## src/rtl/trans_seq.sv

```systemverilog
// NxN matrix transpose sequencer: loads N rows over a valid/ready stream,
// then streams out the N columns as rows, one operation at a time.
module trans_seq #(
  parameter int N = 5,
  parameter int W = 8
) (
  input  logic           clk,
  input  logic           rst,
  input  logic           start,
  input  logic           in_valid,
  output logic           in_ready,
  input  logic [N*W-1:0] in_row,
  output logic           out_valid,
  input  logic           out_ready,
  output logic [N*W-1:0] out_row,
  output logic           busy,
  output logic           done
);

  localparam int CW = (N > 1) ? $clog2(N) : 1;
  localparam logic [CW-1:0] LAST = CW'(N - 1);

  typedef enum logic [1:0] {S_IDLE, S_LOAD, S_EMIT, S_DONE} state_e;

  state_e                         state_q;
  logic [CW-1:0]                  cnt_q;
  logic [N-1:0][N-1:0][W-1:0]     buf_q;  // [row][col] element
  logic                           in_ready_q, out_valid_q, busy_q, done_q;

  always_ff @(posedge clk) begin
    if (!rst) begin
      state_q     <= S_IDLE;
      cnt_q       <= '0;
      buf_q       <= '0;
      in_ready_q  <= 1'b0;
      out_valid_q <= 1'b0;
      busy_q      <= 1'b0;
      done_q      <= 1'b0;
    end else begin
      done_q <= 1'b0;
      case (state_q)
        S_IDLE: if (start) begin
          state_q    <= S_LOAD;
          cnt_q      <= '0;
          in_ready_q <= 1'b1;
          busy_q     <= 1'b1;
        end
        S_LOAD: if (in_valid && in_ready_q) begin
          for (int j = 0; j < N; j++)
            buf_q[cnt_q][j] <= in_row[W*(N-j)-1 -: W];
          if (cnt_q == LAST) begin
            state_q     <= S_EMIT;
            cnt_q       <= '0;
            in_ready_q  <= 1'b0;
            out_valid_q <= 1'b1;
          end else begin
            cnt_q <= cnt_q + 1'b1;
          end
        end
        S_EMIT: if (out_valid_q && out_ready) begin
          if (cnt_q == LAST) begin
            state_q     <= S_DONE;
            cnt_q       <= '0;
            out_valid_q <= 1'b0;
            done_q      <= 1'b1;
          end else begin
            cnt_q <= cnt_q + 1'b1;
          end
        end
        S_DONE: begin
          state_q <= S_IDLE;
          busy_q  <= 1'b0;
        end
        default: state_q <= S_IDLE;
      endcase
    end
  end

  // Column cnt_q of the buffer; held stable by cnt_q during backpressure.
  always_comb begin
    out_row = '0;
    if (out_valid_q)
      for (int j = 0; j < N; j++)
        out_row[W*(N-j)-1 -: W] = buf_q[j][cnt_q];
  end

  assign in_ready  = in_ready_q;
  assign out_valid = out_valid_q;
  assign busy      = busy_q;
  assign done      = done_q;

endmodule

```

## config.mk

```make
export PLATFORM = sky130hd
export DESIGN_NAME = trans_seq
export DESIGN_NICKNAME = d
export VERILOG_FILES = /design/src/rtl/trans_seq.sv
export SDC_FILE = /design/constraint.sdc
export NUM_CORES = 1
export LEC_CHECK = 0
export ABC_AREA = 1
export ABC_CLOCK_PERIOD_IN_PS = 1700
export CAP_MARGIN = 20
export CORE_ASPECT_RATIO = 1.5
export CORE_MARGIN = 2
export CORE_UTILIZATION = 35
export DETAILED_ROUTE_END_ITERATION = 10
export GPL_ROUTABILITY_DRIVEN = 0
export PLACE_DENSITY_LB_ADDON = 0.1
export RECOVER_POWER = 25
export SYNTH_ARGS = -nofsm -noshare
export SYNTH_HDL_FRONTEND = slang
export SYNTH_SLANG_ARGS = --single-unit
```

## constraint.sdc

```tcl
create_clock -name clk -period 1.7 [get_ports clk]
set_input_delay 0.255 -clock clk [delete_from_list [all_inputs] [get_ports clk]]
set_output_delay 0.255 -clock clk [all_outputs]
set_load 0.1 [all_outputs]
```

==> run_results.csv <==
group,metric,value,unit
cts,cts_sinks,209,
yosys,synth_area,8970,µm²
die,start_util,35.7,%
timing,hold_viol_final,0,
cts,cts.clk_slew.worst_paths,0.06,ns
worst_setup_path,r2r_slack,-0.40,ns
worst_setup_path,path_class,"reg -> out",
run_status,status,"finished, violations left",
die,die_w,135,µm
detailed_routing,viasPerCell,5.76,
yosys,synthCells,1207,
cts,root_buffer,"clkbuf_16",
timing,max-slew-margin-rel,55.2,%
yosys,synth_commonest_cells,"209 x dfxtp_1, 203 x a21oi_1, 174 x o21ai_0",
cts,ctsHtreeMaxLevel,1,
timing,setup_slack,-0.540,ns
die,die_h,200,µm
yosys,synth_top_flop_cell,"dfxtp_1",
placed_design,dp_slack,-0.0901,ns
yosys,synth.area.top_cells,"dfxtp_1 47%, a21oi_1 11%, o21ai_0 9.7%",
min_path,holdPathStages,4,
finish,drive_above_1_share,32.0,%
min_path,min_path_type,"in -> reg",
worst_setup_path,crit_path_top_delay_cell,"dfxtp_4",
yosys,syn_nets,1258,
timing,finalSetupViolCount,146,
worst_setup_path,worstPathMaxFanout,22,
detailed_routing,antenna_left,0,
timing,worst_pin_slew,0.672,ns
die,fp.coreArea,25100,µm²
die,rows,71,
finish,nets,1371,
finish,stdcell_count,1660,
yosys,async_flop_share,0,%
timing,tns,-37.72,ns
cts,cts_tree,"yes",
global_route,grt_max_degree,129,
global_route,grt_pass1_vias,8482,
finish,area_delta_synth_final,55.5,%
worst_setup_path,crit_arrival,1.98,ns
pwr,powerDensity,1030,nW/µm²
pwr,ir_worst_vdd,0.804,mV
timing,finalCritPeriodShare,132,%
global_route,grtUsageTotal,24.0,%
worst_setup_path,cp_data_required_time,1.44,ns
timing,drv_slew,0,
min_path,min_from,"rst",
min_path,min_to,"buf_q[171]$_SDFFE_PN0P_",
worst_setup_path,reg2reg_depth,13,
timing,max_freq,446,MHz
worst_setup_path,path_cells,"nor2_4 > buf_8 > buf_12 > nand3_1 > nand3_2 > nor2_1 > nor2_4 > buf_12",
placed_design,port_buffers,88,
timing,timing.final.crit_period,2.24,ns
detailed_routing,drc,0,
pwr,p_total,14.4,mW
global_route,grt_pass1_wl,50500,µm
yosys,synth_cell_types,20,
placed_design,dp_hpwl,20600,µm
yosys,synth_top_area_share,46.6,%
timing,rsz0062_at_grt,"yes",
yosys,yosys.area.top_type,"dfxtp_1",
cts,clkLatencyLatePin,0.52,ns
global_route,antenna_found_initial,0,
worst_setup_path,worstReg2RegStart,"cnt_q[1]$_SDFFE_PN0P_",
worst_setup_path,r2r-end,"buf_q[40]$_SDFFE_PN0P_",
detailed_routing,drt-pass1-iter-count,5,
yosys,synth.most_common_cell,"dfxtp_1",
worst_setup_path,crit_path_max_incr_delay,0.37,ns
detailed_routing,routedWlPerCell,22.9,µm
placed_design,placed_area,11300,µm²
global_route,grt-ovfl-total,0,
run_status,failed_checks,"setup timing",
job,max_cap_violations,0,
die,die_area,27000,µm²
yosys,syn_area_per_cell,7.44,µm²
cts,hold_buffers,0,
yosys,synth_edf_count,0,
die,ios,89,
timing,final.setup_skew,0.0120,ns
finish,insertedDiodeCount,0,
placed_design,dp_cells,1560,
detailed_routing,routed_wl,38000,µm
worst_setup_path,start_kind,"flip-flop",
detailed_routing,drtIter0Drc,1141,
finish,fin_area,14000,µm²
yosys,ys_seq_area_share,46.6,%
cts,clock_tree.buffer_depth,3,
pwr,power.static_leakage,5.55,nW
worst_setup_path,end_kind,"output pin",
yosys,ys.warnings.count,0,
detailed_routing,vias,9569,
yosys,synth_seq_cells,209,
cts,cts_made_buffers,22,
worst max path at each step:
stage                              endpoint  cells past startpoint                  start
detailed placement  buf_q[133]$_SDFFE_PN0P_                      6               in_valid
finish                          out_row[22]                      8  cnt_q[1]$_SDFFE_PN0P_
global route                     out_row[7]                      8  cnt_q[1]$_SDFFE_PN0P_
CTS                             out_row[20]                      9  cnt_q[1]$_SDFFE_PN0P_
floorplan                        out_row[0]                      7  cnt_q[1]$_SDFFE_PN0P_
global placement    buf_q[141]$_SDFFE_PN0P_                      6               in_valid
critical path: cells and delay by family (launching register included):
family / cells / cell delay, ns
and+or+nand+nor: 5 / 0.58
DFF: 1 / 0.37
buffers and inverters: 3 / 0.51
metal layers:
layer	track usage [%]	wire [µm]	vias to the layer above
met5	0	0	-
met4	8.01	1530	0
met3	2.02	2020	70
met2	40.5	18900	372
met1	32.0	15500	4675
li1	-	-	4452
through the flow:
stage                     hold WS (ns)  utilization, %
after floorplan                  0.411               -
after global placement           0.506            44.8
after detailed placement         0.512            44.8
after CTS                        0.255            49.9
after global routing             0.304            55.5
final                            0.277            55.5
registers in the layout (all words and copies together), names as in the netlist:
name       flops
buf_q        200
busy           1
cnt_q          3
done           1
in_ready       1
out_valid      1
state_q        2
report_power, final:
group,internal (mW),switching (mW),leakage [nW]
Sequential,5.06,0.136,1.69
Combinational,1.59,2.59,3.51
Clock,2.93,2.05,0.353
Total,9.58,4.77,5.55
cells in the final DEF (no fill, tap or decap), types with 36 or more instances in the layout:
cell / count
inv_1: 45
o21ai_2: 43
clkbuf_16: 45
o21ai_0: 122
nor2_4: 53
dfxtp_1: 205
nand3_2: 45
a21oi_1: 182
nand4_1: 78
clkdlybuf4s50_1: 43
nand3_1: 70
o21ai_1: 36
nand2_1: 94
buf_12: 78
cells by family (layout without fill, tap and decap cells):
| kind of cell | count (synthesis) | after routing | synth area share [%] |
|---|---|---|---|
| DFF | 209 | 209 | 46.6 |
| and+or+nand+nor | 421 | 421 | 22.2 |
| AOI/OAI and AO/OA | 406 | 406 | 22.6 |
| adders and majority gates | 6 | 6 | 0.836 |
| buffers and inverters | 165 | 290 | 7.67 |
area by class of cell:
class / instances / area [µm²]
fillers: 2257 / 11200
multi-input cells: 833 / 5200
flip-flops and latches: 209 / 4200
repair buffers: 202 / 3180
clock buffers: 31 / 646
well taps: 328 / 410
inverters: 51 / 224
clock inverters: 5 / 77.6
repair inverters: 1 / 16.3
repair_timing:
action	CTS	global route
cloned	6	29
buffers inserted	11	19
resized for setup	101	199
pin swaps	5	19
setup endpoints to repair	75	211
Note: power is estimated with default switching activity, not from simulation.
